<file path="src/rtl/instr_sequencer_if.sv">
// Datapath-facing bus of the instruction sequencer: fetched word and flags in, instruction register and control strobes out.
interface instr_sequencer_if;
  logic [31:0] fetch_data;
  logic [3:0]  flags_in;
  logic [31:0] instr;
  logic        pc_flag;
  logic        sel_add;
  logic        ram_rw;
  logic        sel_ldr;
  logic        reg_we;
  logic        flags_we;

  modport master (
    input  fetch_data, flags_in,
    output instr, pc_flag, sel_add, ram_rw, sel_ldr, reg_we, flags_we
  );

  modport slave (
    output fetch_data, flags_in,
    input  instr, pc_flag, sel_add, ram_rw, sel_ldr, reg_we, flags_we
  );
endinterface

</file>
<file path="src/rtl/instr_sequencer.sv">
// Multi-cycle fetch/decode/condition/execute/memory/writeback sequencer for the 32-bit datapath.
// Optional SEQ_STEP_EN adds a step input: each instruction then needs run=1 and step=1 and always ends in IDLE.
module instr_sequencer #(
  parameter int unsigned MEM_LAT = 1,
  parameter logic [3:0]  LDR_OP  = 4'hE,
  parameter logic [3:0]  STR_OP  = 4'hF,
  parameter logic [3:0]  HALT_OP = 4'hD
) (
  input  logic               clk,
  input  logic               reset,
  input  logic               run,
`ifdef SEQ_STEP_EN
  input  logic               step,
`endif
  instr_sequencer_if.master  bus,
  output logic               halted,
  output logic [15:0]        instr_count
);
  localparam int unsigned     CNT_W     = 4;
  localparam logic [CNT_W-1:0] LAST_WAIT = CNT_W'(MEM_LAT - 1);

  typedef enum logic [2:0] {
    S_IDLE, S_FETCH, S_DECODE, S_EXECUTE, S_MEM, S_WRITEBACK, S_HALT
  } state_t;

  state_t           state, state_d;
  logic [CNT_W-1:0] wait_cnt, wait_d;
  logic [31:0]      instr_d;
  logic             cond_ok, cond_d;
  logic             pc_flag_d, sel_add_d, ram_rw_d, sel_ldr_d, reg_we_d, flags_we_d, halted_d;
  logic [3:0]       opcode;
  logic             is_ldr, is_str, is_halt;
  logic             leave_idle, end_to_fetch;

  assign opcode  = bus.instr[27:24];
  assign is_ldr  = (opcode == LDR_OP);
  assign is_str  = (opcode == STR_OP);
  assign is_halt = (opcode == HALT_OP);

`ifdef SEQ_STEP_EN
  assign leave_idle   = run & step;
  assign end_to_fetch = 1'b0;
`else
  assign leave_idle   = run;
  assign end_to_fetch = run;
`endif

  // Condition code table over {N,Z,C,V}.
  function automatic logic cond_pass(input logic [3:0] cond, input logic [3:0] nzcv);
    logic n, z, c, v;
    {n, z, c, v} = nzcv;
    case (cond)
      4'h0:    cond_pass = z;
      4'h1:    cond_pass = ~z;
      4'h2:    cond_pass = c;
      4'h3:    cond_pass = ~c;
      4'h4:    cond_pass = n;
      4'h5:    cond_pass = ~n;
      4'h6:    cond_pass = v;
      4'h7:    cond_pass = ~v;
      4'h8:    cond_pass = c & ~z;
      4'h9:    cond_pass = ~c | z;
      4'hA:    cond_pass = (n == v);
      4'hB:    cond_pass = (n != v);
      4'hC:    cond_pass = ~z & (n == v);
      4'hD:    cond_pass = z | (n != v);
      4'hE:    cond_pass = 1'b1;
      default: cond_pass = 1'b0;
    endcase
  endfunction

  // Next state, and next-cycle strobes decoded from the state being entered so outputs stay registered.
  always_comb begin
    state_d = state;
    wait_d  = wait_cnt;
    instr_d = bus.instr;
    cond_d  = cond_ok;
    case (state)
      S_IDLE: if (leave_idle) begin
        state_d = S_FETCH;
        wait_d  = '0;
      end
      S_FETCH: if (wait_cnt == LAST_WAIT) begin
        state_d = S_DECODE;
        wait_d  = '0;
        instr_d = bus.fetch_data;
        cond_d  = cond_pass(bus.fetch_data[31:28], bus.flags_in);
      end else begin
        wait_d = wait_cnt + CNT_W'(1);
      end
      S_DECODE:    state_d = cond_ok ? S_EXECUTE : (end_to_fetch ? S_FETCH : S_IDLE);
      S_EXECUTE:   state_d = is_halt ? S_HALT : ((is_ldr | is_str) ? S_MEM : S_WRITEBACK);
      S_MEM: if (wait_cnt == LAST_WAIT) begin
        state_d = is_str ? (end_to_fetch ? S_FETCH : S_IDLE) : S_WRITEBACK;
        wait_d  = '0;
      end else begin
        wait_d = wait_cnt + CNT_W'(1);
      end
      S_WRITEBACK: state_d = end_to_fetch ? S_FETCH : S_IDLE;
      S_HALT:      state_d = S_HALT;
      default:     state_d = S_IDLE;
    endcase

    sel_add_d  = (state_d == S_MEM);
    ram_rw_d   = (state_d == S_MEM) & is_str;
    reg_we_d   = (state_d == S_WRITEBACK);
    sel_ldr_d  = (state_d == S_WRITEBACK) & is_ldr;
    flags_we_d = (state_d == S_EXECUTE) & ~(is_ldr | is_str | is_halt) & bus.instr[23];
    halted_d   = (state_d == S_HALT);
    pc_flag_d  = ((state_d == S_DECODE) & ~cond_d)
               | (state_d == S_WRITEBACK)
               | ((state_d == S_MEM) & is_str & (wait_d == LAST_WAIT));
  end

  always_ff @(posedge clk or posedge reset) begin
    if (reset) begin
      state        <= S_IDLE;
      wait_cnt     <= '0;
      cond_ok      <= 1'b0;
      bus.instr    <= '0;
      bus.pc_flag  <= 1'b0;
      bus.sel_add  <= 1'b0;
      bus.ram_rw   <= 1'b0;
      bus.sel_ldr  <= 1'b0;
      bus.reg_we   <= 1'b0;
      bus.flags_we <= 1'b0;
      halted       <= 1'b0;
      instr_count  <= '0;
    end else begin
      state        <= state_d;
      wait_cnt     <= wait_d;
      cond_ok      <= cond_d;
      bus.instr    <= instr_d;
      bus.pc_flag  <= pc_flag_d;
      bus.sel_add  <= sel_add_d;
      bus.ram_rw   <= ram_rw_d;
      bus.sel_ldr  <= sel_ldr_d;
      bus.reg_we   <= reg_we_d;
      bus.flags_we <= flags_we_d;
      halted       <= halted_d;
      // Retire count follows the pc_flag pulse by one cycle.
      if (bus.pc_flag) instr_count <= instr_count + 16'd1;
    end
  end
endmodule

</file>
<file path="src/flat_wrapper.sv">
// flat-port wrapper written by rule: the top's interface ports become plain ports
module instr_sequencer_flat 
#(
  parameter int unsigned MEM_LAT = 1,
  parameter logic [3:0]  LDR_OP  = 4'hE,
  parameter logic [3:0]  STR_OP  = 4'hF,
  parameter logic [3:0]  HALT_OP = 4'hD
)
  (clk, reset, run, halted, instr_count, bus_fetch_data, bus_flags_in, bus_instr, bus_pc_flag, bus_sel_add, bus_ram_rw, bus_sel_ldr, bus_reg_we, bus_flags_we);
  instr_sequencer_if bus_i ();
  input  logic clk;
  input  logic reset;
  input  logic run;
  output logic halted;
  output logic [15:0] instr_count;
  input wire logic [$bits(bus_i.fetch_data)-1:0] bus_fetch_data;
  input wire logic [$bits(bus_i.flags_in)-1:0] bus_flags_in;
  output wire logic [$bits(bus_i.instr)-1:0] bus_instr;
  output wire logic [$bits(bus_i.pc_flag)-1:0] bus_pc_flag;
  output wire logic [$bits(bus_i.sel_add)-1:0] bus_sel_add;
  output wire logic [$bits(bus_i.ram_rw)-1:0] bus_ram_rw;
  output wire logic [$bits(bus_i.sel_ldr)-1:0] bus_sel_ldr;
  output wire logic [$bits(bus_i.reg_we)-1:0] bus_reg_we;
  output wire logic [$bits(bus_i.flags_we)-1:0] bus_flags_we;
  assign bus_i.fetch_data = bus_fetch_data;
  assign bus_i.flags_in = bus_flags_in;
  assign bus_instr = bus_i.instr;
  assign bus_pc_flag = bus_i.pc_flag;
  assign bus_sel_add = bus_i.sel_add;
  assign bus_ram_rw = bus_i.ram_rw;
  assign bus_sel_ldr = bus_i.sel_ldr;
  assign bus_reg_we = bus_i.reg_we;
  assign bus_flags_we = bus_i.flags_we;
  instr_sequencer #(.MEM_LAT(MEM_LAT), .LDR_OP(LDR_OP), .STR_OP(STR_OP), .HALT_OP(HALT_OP)) u_core (.clk(clk), .reset(reset), .run(run), .bus(bus_i), .halted(halted), .instr_count(instr_count));
endmodule
</file>
<file path="config.mk">
export PLATFORM = sky130hd
export DESIGN_NAME = instr_sequencer_flat
export DESIGN_NICKNAME = d
export VERILOG_FILES = /design/src/rtl/instr_sequencer_if.sv /design/src/rtl/instr_sequencer.sv /design/src/flat_wrapper.sv
export SDC_FILE = /design/constraint.sdc
export NUM_CORES = 1
export LEC_CHECK = 0
export ABC_AREA = 1
export CELL_PAD_IN_SITES_DETAIL_PLACEMENT = 0
export CELL_PAD_IN_SITES_GLOBAL_PLACEMENT = 2
export CORE_MARGIN = 2
export CORE_UTILIZATION = 26
export DETAILED_ROUTE_END_ITERATION = 8
export PLACE_DENSITY_LB_ADDON = 0.1
export SLEW_MARGIN = 25
export SYNTH_ARGS = -nofsm -noshare
export SYNTH_HDL_FRONTEND = slang
export SYNTH_SLANG_ARGS = --single-unit
</file>
<file path="constraint.sdc">
create_clock -name clk -period 2.6 [get_ports clk]
set_input_delay 0.52 -clock clk [delete_from_list [all_inputs] [get_ports clk]]
set_output_delay 0.52 -clock clk [all_outputs]
set_load 0.01 [all_outputs]
</file>
==> results of run 1 <==
[layer usage]
layer  wire length (µm)  vias to the layer above  share of wire (%)
li1                   -                     1321                  -
met1               3580                     1189                 47
met2               3580                       71                 47
met3                410                        7                5.4
met4                 82                        0                1.1
met5                  0                        -                  0
[report_power, final]
part | switching [mW] | internal, mW
Combinational | 0.903 | 0.852
Sequential | 0.264 | 1.32
Clock | 0.445 | 0.743
Total | 1.61 | 2.92
[final cells by class]
class                           instances  area, µm²
Fill cell                            1207       6940
Sequential cell                        63       1580
Multi-Input combinational cell        251       1210
Timing Repair Buffer                   97        973
Clock buffer                            9        225
Tap cell                              143        179
Inverter                               38        143
Clock inverter                          7       72.6
[kinds of logic (layout without fill, tap and decap cells)]
family / after synthesis / after routing
AND/OR/NAND/NOR: 219 / 219
flip-flops: 63 / 63
buffers and inverters: 48 / 151
XOR/XNOR: 15 / 15
AO/OA/AOI/OAI: 13 / 13
adder cells (fa/ha/maj): 3 / 3
multiplexers: 1 / 1
[sequential cells by signal, indices dropped and copies added, names as in the netlist]
signal               flops
u_core.bus.flags_we      1
u_core.bus.instr        32
u_core.bus.pc_flag       1
u_core.bus.ram_rw        1
u_core.bus.reg_we        1
u_core.bus.sel_add       1
u_core.bus.sel_ldr       1
u_core.cond_ok           1
u_core.halted            1
u_core.instr_count      16
u_core.state             3
u_core.wait_cnt          4
[synthesized netlist by cell type (all sizes together)]
library cell    n  area share, %
nand3b          2           0.50
inv            38            4.8
nor3            7            1.8
nand3          28            5.0
xnor2           6            1.8
ha              3            1.3
or2             1           0.21
a21oi           4           0.67
nor2           25            3.6
nor4            1           0.21
mux2            1           0.38
nand4           5            1.7
nand2         149             19
buf            10            2.4
nor3b           1           0.25
a31oi           1           0.21
xor2            9            2.6
dfrtp          63             53
o21ai           8            1.3
[metrics by stage]
step,instances,util [%],instance area [µm²]
after floorplan,362,-,3000
after global placement,592,36.1,4080
after CTS,608,38.7,4380
after detailed placement,592,36.1,4080
final,608,38.7,4380
after global routing,608,38.7,4380
[layout by cell type (no fill, tap or decap), drive strengths merged]
cell type      Yosys  final
clkinvlp           0      2
mux2               1      1
a21oi              4      4
xnor2              6      6
nor3b              1      1
nor3               7      7
o21ai              8      8
a31oi              1      1
clkbuf             0      9
buf               10      4
nor4               1      1
nand4              5      5
xor2               9      9
nor2              25     25
dfrtp             63     63
nand3b             2      2
bufinv             0      1
or2                1      1
clkinv             0      3
nand2            149    149
clkdlybuf4s50      0     93
nand3             28     28
inv               38     39
ha                 3      3
[worst max-delay path: stages (launching register included)]
cell and delay (ps):
sky130_fd_sc_hd__dfrtp_1 420, sky130_fd_sc_hd__inv_1 90, sky130_fd_sc_hd__ha_1 170, sky130_fd_sc_hd__nand2_1 50, sky130_fd_sc_hd__nor2_1 190, sky130_fd_sc_hd__nand2_2 280, sky130_fd_sc_hd__inv_2 500, sky130_fd_sc_hd__nand3_1 140
sky130_fd_sc_hd__nand3_1 100
[how the worst min path moves through the flow]
stage	cells past startpoint	slack, ps	to	start
after global placement	2	460	u_core.bus.instr[5]	u_core.bus.instr[5]
after CTS	2	480	u_core.bus.instr[16]	u_core.bus.instr[16]
after floorplan	2	490	u_core.cond_ok	u_core.cond_ok
final	2	480	u_core.bus.instr[12]	u_core.bus.instr[12]
after global routing	2	490	u_core.bus.instr[16]	u_core.bus.instr[16]
after detailed placement	2	470	u_core.bus.instr[16]	u_core.bus.instr[16]
==> flow_metrics.tcl, run 1 <==
set metrics [dict create \
    post_synth_and_or_nand_nor_area_fraction_pct 32.1 \
    fp-row-count 39 \
    area_growth_from_synthesis_to_layout_pct 45.9 \
    reg2regPathDepth 8 \
    effective_utilization_at_floorplan_pct 26.5 \
    cts-root-to-sink-buffers 2 \
    netlist_area_um2 3000 \
    fin_tns_setup_ps 0 \
    post-layout-total-power_mw 4.53 \
    syn-num-nets 404 \
    result_of_the_run "finished, final reports clean" \
    area_fraction_in_compound_gates_after_synthesis_pct 2.21 \
    worst_hold_path_type "reg2reg" \
    critical_path.max_fanout 31 \
    max_slew.worst_pin.slew_ps 541 \
    grtUsageMet1_pct 17.6 \
    post_synth.cell_area_avg_um2 8.29 \
    cp-start-kind "flip-flop" \
    synth.distinct_cells 28 \
    cp-end-kind "flip-flop" \
    groute.layer.met3.usage_pct 3.32 \
    die_area_um2 12400 \
    setup_ws_ps 589 \
    cts_resized 0 \
    antenna-diode-count 0 \
    wl_per_cell_um 12.6 \
    cts_inserted_buffers 9 \
    grt_remaining_overflow 0 \
    initial_antenna_violation_count 0 \
    critical_path_class "reg2reg" \
    gpl_congestion 0.758 \
    yosys_warnings 0 \
    crit_required_ps 2850 \
    syn_inst 362 \
    die_y_um 111 \
    crit_path_start "u_core.wait_cnt[0]" \
    num_vias 2588 \
    cts_tree "yes" \
    synth.yosys.seq_area_share_pct 52.5 \
    io_buffer_count 93 \
    dr.pass1.iters 5 \
    worst-endpoint-arrival_ps 2260 \
    static_leakage_nw 2.19 \
    drt_drc_violations_left 0 \
    route.final.wire_length_um 7660 \
    crit_path_end "u_core.bus.pc_flag" \
    max_slew_margin_pct 63.9 \
    cts-root-buf "sky130_fd_sc_hd__clkbuf_16" \
    cts.repair_timing.setup_buffer_count 0 \
    adder_and_majority_gate_portion_of_the_synthesized_area_pct 1.25 \
    timing.hold.ws_ps 478 \
    yosys-mux-area-fraction_pct 0.375 \
    skew_ps 7.55 \
    fp.dieW_um 111 \
    finalHoldViolations 0 \
    drive_gt1_share_pct 8.82 \
    pwrdens_nw_per_um2 1030 \
    clock_tree.htree_level_count 3 \
    maximum_number_of_pins_on_one_net_before_global_route_repair 32 \
    xor_and_xnor_area_share_after_synthesis_pct 4.38 \
    drtAntennaViolNets 0 \
    timing.final.crit_period_ps 2010 \
    cts_hold_buffers 0 \
    finalSetupViolations 0 \
    grt_setup_unrepaired "false" \
    first_iter_violations 90 \
    ff2ff_setup_slack_ps 590 \
    max_cap_violations 0 \
    global_route_wire_length_before_repair_um 13700 \
    dpl.hpwl_um 5720 \
    grt.busiest_layer "met2" \
    number_of_global_route_vias_before_repair 2761 \
    dominant_combinational_cell_family_by_area_after_synthesis "simple AND/OR/NAND/NOR gates" \
    post_drt_via_cell_ratio 4.26 \
    worstReg2RegStart "u_core.wait_cnt[0]" \
    globalRouteTotalUtil_pct 13.5 \
    nNetsFinal 502 \
    maxSlewViolCount 0 \
    cts.clk_slew.worst_paths_ps 60 \
    regToRegEndpoint "u_core.bus.pc_flag" \
    dpl_worst_slack_ps 462 \
    final.period_utilization_pct 77.3 \
    synth-seq-cells 63 \
    timing.fmax_ghz 0.497 \
    io-pin-count 94 \
    grt.met2_usage_pct 21.9 \
    cts_sink_count 63 \
    clock_latency_ps 320 \
    coreArea_um2 11300 \
    power.ir.vdd_worst_mv 0.438 \
]
Note: power is estimated with default switching activity, not from simulation.
==> run 2, diff against run 1 <==
==> constraint.sdc (replaced) <==
create_clock -name clk -period 2 [get_ports clk]
set_input_delay 0.4 -clock clk [delete_from_list [all_inputs] [get_ports clk]]
set_output_delay 0.4 -clock clk [all_outputs]
set_load 0.01 [all_outputs]
==> flow_metrics.tcl, run 2 (synthesized netlist as in run 1, its figures left out) <==
set metrics [dict create \
    cp-end-kind "output pin" \
    result_of_the_run "finished, final reports clean" \
    maximum_number_of_pins_on_one_net_before_global_route_repair 26 \
    fin_tns_setup_ps 0 \
    share_comb_of_total_power_pct 38.3 \
    critical_path_slowest_stage_cell "sky130_fd_sc_hd__clkdlybuf4s50_1" \
    io_buffer_count 93 \
    clock_power_share_pct 27.6 \
    post-layout-total-power_mw 6.09 \
    wl_per_cell_um 12.7 \
    reg_with_most_ffs "u_core.bus.instr" \
    cp-start-kind "flip-flop" \
    initial_antenna_violation_count 0 \
    critical-path-top-delay-family "buffers and inverters" \
    timing.hold.ws_ps 409 \
    power.ir.vdd_worst_mv 0.575 \
    intPower_mw 3.96 \
    netSwitchingPower_mw 2.13 \
    max_slew.worst_pin.slew_ps 468 \
    drive_gt1_share_pct 9.40 \
    maxSlewViolCount 0 \
    die_area_um2 12400 \
    num_vias 2641 \
    critical_path.max_fanout 6 \
    grt_remaining_overflow 0 \
    timing.final.crit_period_ps 1830 \
    reg2regPathDepth 11 \
    final.period_utilization_pct 91.4 \
    layout_common_cells "sky130_fd_sc_hd__nand2_1 (147), sky130_fd_sc_hd__clkdlybuf4s50_1 (93), sky130_fd_sc_hd__dfrtp_1 (63)" \
    clock_latency_ps 330 \
    crit_required_ps 1600 \
    final_common_cell "sky130_fd_sc_hd__nand2_1" \
    skew_ps 4.59 \
    cts.clk_slew.worst_paths_ps 60 \
    cts_hold_buffers 0 \
    finalHoldViolations 0 \
    pwrdens_nw_per_um2 1370 \
    die_y_um 111 \
    top_regs "u_core.bus.instr (32), u_core.instr_count (16), u_core.wait_cnt (4)" \
    post_drt_via_cell_ratio 4.32 \
    max_stage_delay_ps 610 \
    ff2ff_setup_slack_ps 240 \
    crit_path_cell_trace "clkdlybuf4s50_1" \
    nNetsFinal 505 \
    dpl.hpwl_um 5860 \
    cp.buffers_inverters 1 \
    drt_drc_violations_left 0 \
    worst-endpoint-arrival_ps 1430 \
    cts.repair_timing.setup_buffer_count 0 \
    fp-row-count 39 \
    io-pin-count 94 \
    first_iter_violations 73 \
    power.share.switching_pct 34.9 \
    worst-path-stages 1 \
    cts-root-to-sink-buffers 2 \
    coreArea_um2 11300 \
    area_growth_from_synthesis_to_layout_pct 47.9 \
    largest_register_ffs 32 \
    fp.dieW_um 111 \
    route.final.wire_length_um 7740 \
    finalSetupViolations 0 \
    global_route_wire_length_before_repair_um 13200 \
    clock_tree.htree_level_count 3 \
    cts_resized 0 \
    number_of_global_route_vias_before_repair 2655 \
    drtAntennaViolNets 0 \
    worst_hold_path_type "in2async" \
    cts_sink_count 63 \
    final_core_utilization_pct 39.2 \
    setup_ws_ps 172 \
    static_leakage_nw 2.21 \
    dr.pass1.iters 4 \
    timing.fmax_ghz 0.547 \
    max_cap_violations 0 \
    grt_setup_unrepaired "false" \
    cts_inserted_buffers 9 \
    max_slew_margin_pct 68.8 \
    effective_utilization_at_floorplan_pct 26.5 \
    cts_tree "yes" \
    cts-root-buf "sky130_fd_sc_hd__clkbuf_16" \
    gpl_congestion 0.764 \
    dpl_worst_slack_ps 89.5 \
    critical_path_class "reg2out" \
    antenna-diode-count 0 \
    pwr-share-seq_pct 34.1 \
    globalRouteTotalUtil_pct 13.4 \
]
[run 2: final cells by class]
| class | instances | area, µm² |
|---|---|---|
| clock buffers | 9 | 225 |
| clock inverters | 7 | 96.3 |
| fillers | 1178 | 6880 |
| inverters | 38 | 143 |
| multi-input cells | 251 | 1210 |
| flip-flops and latches | 63 | 1580 |
| well taps | 143 | 179 |
| repair buffers | 100 | 1010 |
[run 2: routing by layer]
metal	up-vias	share of wire [%]	track usage [%]
li1	1330	-	-
met5	-	0	0
met1	1214	46	17.0
met2	83	45	21.0
met3	14	6.9	4.52
met4	0	2.1	5.93
[run 2: power by group through the flow]
stage               logic (mW)  registers [mW]  clock network [mW]
finish                    2.33            2.07                1.68
CTS                       2.39            2.08                1.74
detailed placement        2.38            2.09                   0
global route              2.60            2.15                1.81
global placement          2.38            2.09                   0
floorplan                 1.07            2.21                   0
[run 2: path summary, 6_finish.rpt]
check / to / startpoint
max: bus_pc_flag / u_core.bus.pc_flag
min reg2reg: u_core.bus.instr[9] / u_core.bus.instr[9]
min: u_core.bus.instr[0] / reset
min in group clk: u_core.bus.instr[9] / u_core.bus.instr[9]
max in group asynchronous: u_core.state[1] / reset
max reg2reg: u_core.bus.pc_flag / u_core.wait_cnt[1]
[run 2: metrics by stage]
step | cells | area, µm²
after CTS | 611 | 4440
after global placement | 595 | 4120
after global routing | 611 | 4440
after floorplan | 362 | 3000
after detailed placement | 595 | 4120
final | 611 | 4440
==> run 3, diff against run 2 <==
--- a/config.mk
+++ b/config.mk
@@ -5,12 +5,12 @@
 export SDC_FILE = /design/constraint.sdc
 export NUM_CORES = 1
 export LEC_CHECK = 0
-export ABC_AREA = 1
 export CELL_PAD_IN_SITES_DETAIL_PLACEMENT = 0
 export CELL_PAD_IN_SITES_GLOBAL_PLACEMENT = 2
 export CORE_MARGIN = 2
-export CORE_UTILIZATION = 26
+export CORE_UTILIZATION = 29
 export DETAILED_ROUTE_END_ITERATION = 8
+export HOLD_SLACK_MARGIN = 0.02
 export PLACE_DENSITY_LB_ADDON = 0.1
 export SLEW_MARGIN = 25
 export SYNTH_ARGS = -nofsm -noshare
==> flow_metrics.tcl, run 3 <==
set metrics [dict create \
    result_of_the_run "finished, final reports clean" \
    fp.dieW_um 103 \
    syn-num-nets 278 \
    cts_inserted_buffers 9 \
    cts_tree "yes" \
    global_route_wire_length_before_repair_um 11200 \
    worst-endpoint-arrival_ps 2220 \
    synth_enable_flop_cells 0 \
    synth_top_flop_cell "sky130_fd_sc_hd__dfrtp_1" \
    cts.clk_slew.worst_paths_ps 80 \
    synth.yosys.seq_area_share_pct 55.4 \
    final_core_utilization_pct 45.1 \
    route.final.wire_length_um 6740 \
    drive_gt1_share_pct 24.8 \
    io_buffer_count 93 \
    post_drt_via_cell_ratio 4.43 \
    timing.final.crit_period_ps 1940 \
    gpl_congestion 0.811 \
    max_cap_violations 0 \
    critical_path_class "reg2reg" \
    worstReg2RegStart "u_core.wait_cnt[0]" \
    first_iter_violations 52 \
    grt_setup_unrepaired "true" \
    critical_path.max_fanout 5 \
    netlist_area_um2 2850 \
    finalHoldViolations 0 \
    largest_register_ffs 32 \
    synthArstFlopShare_pct 100 \
    wl_per_cell_um 13.7 \
    synth_top_area_share_pct 55.4 \
    synth.most_common_cell "sky130_fd_sc_hd__dfrtp_1" \
    cp-start-kind "flip-flop" \
    finalSetupViolations 0 \
    crit_path_start "u_core.wait_cnt[0]" \
    grt_remaining_overflow 0 \
    maxSlewViolCount 0 \
    cts-root-buf "sky130_fd_sc_hd__clkbuf_8" \
    dr.pass1.iters 4 \
    pwrdens_nw_per_um2 1330 \
    effective_utilization_at_floorplan_pct 29.5 \
    initial_antenna_violation_count 0 \
    post_synth.cell_area_avg_um2 12.1 \
    cts_sink_count 63 \
    max_slew_margin_pct 77.2 \
    cts_hold_buffers 0 \
    number_of_global_route_vias_before_repair 2217 \
    io-pin-count 94 \
    fp-row-count 36 \
    antenna-diode-count 0 \
    clock_tree.htree_level_count 3 \
    globalRouteTotalUtil_pct 13.8 \
    crit_required_ps 2280 \
    num_vias 2181 \
    synth-seq-cells 63 \
    drtAntennaViolNets 0 \
    syn_inst 236 \
    max_slew.worst_pin.slew_ps 343 \
    yosys_warnings 0 \
    synth.cells.most_frequent "sky130_fd_sc_hd__dfrtp_1 (63), sky130_fd_sc_hd__mux2_2 (33), sky130_fd_sc_hd__nor2_1 (12)" \
    nNetsFinal 396 \
    cts-root-to-sink-buffers 2 \
    drt_drc_violations_left 0 \
    timing.hold.ws_ps 436 \
    layout_common_cells "sky130_fd_sc_hd__clkdlybuf4s50_1 (93), sky130_fd_sc_hd__dfrtp_1 (63), sky130_fd_sc_hd__mux2_2 (33)" \
    synth_area_leader_cell "sky130_fd_sc_hd__dfrtp_1" \
    final_common_cell "sky130_fd_sc_hd__clkdlybuf4s50_1" \
    timing.fmax_ghz 0.515 \
    skew_ps 9.71 \
    coreArea_um2 9640 \
    die_area_um2 10600 \
    dpl.hpwl_um 4810 \
    reg_with_most_ffs "u_core.bus.instr" \
    maximum_number_of_pins_on_one_net_before_global_route_repair 64 \
    synth.top_cells.by_area "sky130_fd_sc_hd__dfrtp_1 (55%), sky130_fd_sc_hd__mux2_2 (13%), sky130_fd_sc_hd__xnor2_1 (3.4%), sky130_fd_sc_hd__xor2_1 (2.2%), sky130_fd_sc_hd__nand3_1 (1.9%)" \
    die_y_um 103 \
    area_growth_from_synthesis_to_layout_pct 52.8 \
    top_regs "u_core.bus.instr (32), u_core.instr_count (16), u_core.wait_cnt (4)" \
    worst_hold_path_type "in2async" \
    final.period_utilization_pct 97.1 \
    cp-end-kind "flip-flop" \
    placedCellCount 472 \
    power.ir.vdd_worst_mv 0.591 \
    final_cell_count_no_fill 492 \
    clock_latency_ps 340 \
    static_leakage_nw 1.85 \
    synth.distinct_cells 49 \
]
[run 3: changes by cell type in the layout (fill, tap and decap cells not counted), sizes merged, moves of 13 or more]
cell | before | now
buf | 7 | 24
inv | 39 | 7
mux2 | 1 | 34
nand2 | 149 | 11
nand3 | 28 | 11
nor2 | 25 | 12
[run 3: area by class of cell]
type / instances / area, µm²
clock buffer: 10 / 138
clock inverter: 6 / 70.1
fill: 978 / 5290
inverter: 7 / 26.3
multi-input combinational: 156 / 1250
sequential: 63 / 1580
tap: 133 / 166
timing repair buffer: 117 / 1120
[run 3: cells by family after synthesis]
group	count (synthesis)	share of synthesized area, %
AOI/OAI and AO/OA	28	6.86
and+or+nand+nor	70	13.7
muxes	37	14.5
adders and majority gates	3	1.32
DFF	63	55.4
xor gates and xnor gates	18	5.54
buffers and inverters	17	2.68
[run 3: stage by stage]
| stage | area (µm²) | setup slack (ps) | TNS [ps] | total power, mW |
|---|---|---|---|---|
| finish | 4350 | 58.3 | 0 | 5.80 |
| global placement | 4060 | -294 | -626 | 4.61 |
| detailed placement | 4060 | -265 | -657 | 4.61 |
| CTS | 4290 | -2.10 | -2.10 | 5.85 |
| global route | 4350 | -44.8 | -80.7 | 6.20 |
| floorplan | 2850 | 30.3 | 0 | 3.35 |
[run 3: worst paths after layout]
path	end	slack, ps	cells after the start
worst max-delay path	u_core.bus.ram_rw	60	8
worst min-delay path	u_core.bus.instr[19]	440	3
worst max register to register	u_core.bus.ram_rw	60	8
worst min register to register	u_core.instr_count[15]	480	1
max in group asynchronous	u_core.bus.instr[28]	1270	3
min in group clk	u_core.instr_count[15]	480	1
[run 3: worst max-delay path, cell delays in order, from the launching register on]
cell and delay, ps:
sky130_fd_sc_hd__dfrtp_1 390, sky130_fd_sc_hd__inv_2 80, sky130_fd_sc_hd__ha_4 130, sky130_fd_sc_hd__or3b_4 380, sky130_fd_sc_hd__and3_4 180, sky130_fd_sc_hd__a31oi_1 150, sky130_fd_sc_hd__o22a_2 240, sky130_fd_sc_hd__and3_4 200
sky130_fd_sc_hd__and2_4 130
[run 3: where the power goes]
| group | leakage [nW] | switching, mW | internal [mW] |
|---|---|---|---|
| clock network | 0.0947 | 0.536 | 0.613 |
| registers | 0.789 | 0.356 | 1.74 |
| logic | 0.967 | 1.02 | 1.53 |
| total | 1.85 | 1.91 | 3.88 |
[run 3: layer usage]
metal | routed length, µm | global-route usage, % | up-vias
li1 | - | - | 1072
met1 | 3150 | 18.5 | 1042
met2 | 2920 | 19.4 | 61
met3 | 576 | 6.31 | 6
met4 | 81 | 5.47 | 0
met5 | 0 | 0 | -
[run 3: repair_timing]
action,4_1_cts,5_1_grt
resized for setup,6,8
endpoints found under the setup margin,3,7
buffers inserted,1,3
hold endpoints to repair,0,0
pin swaps,3,1
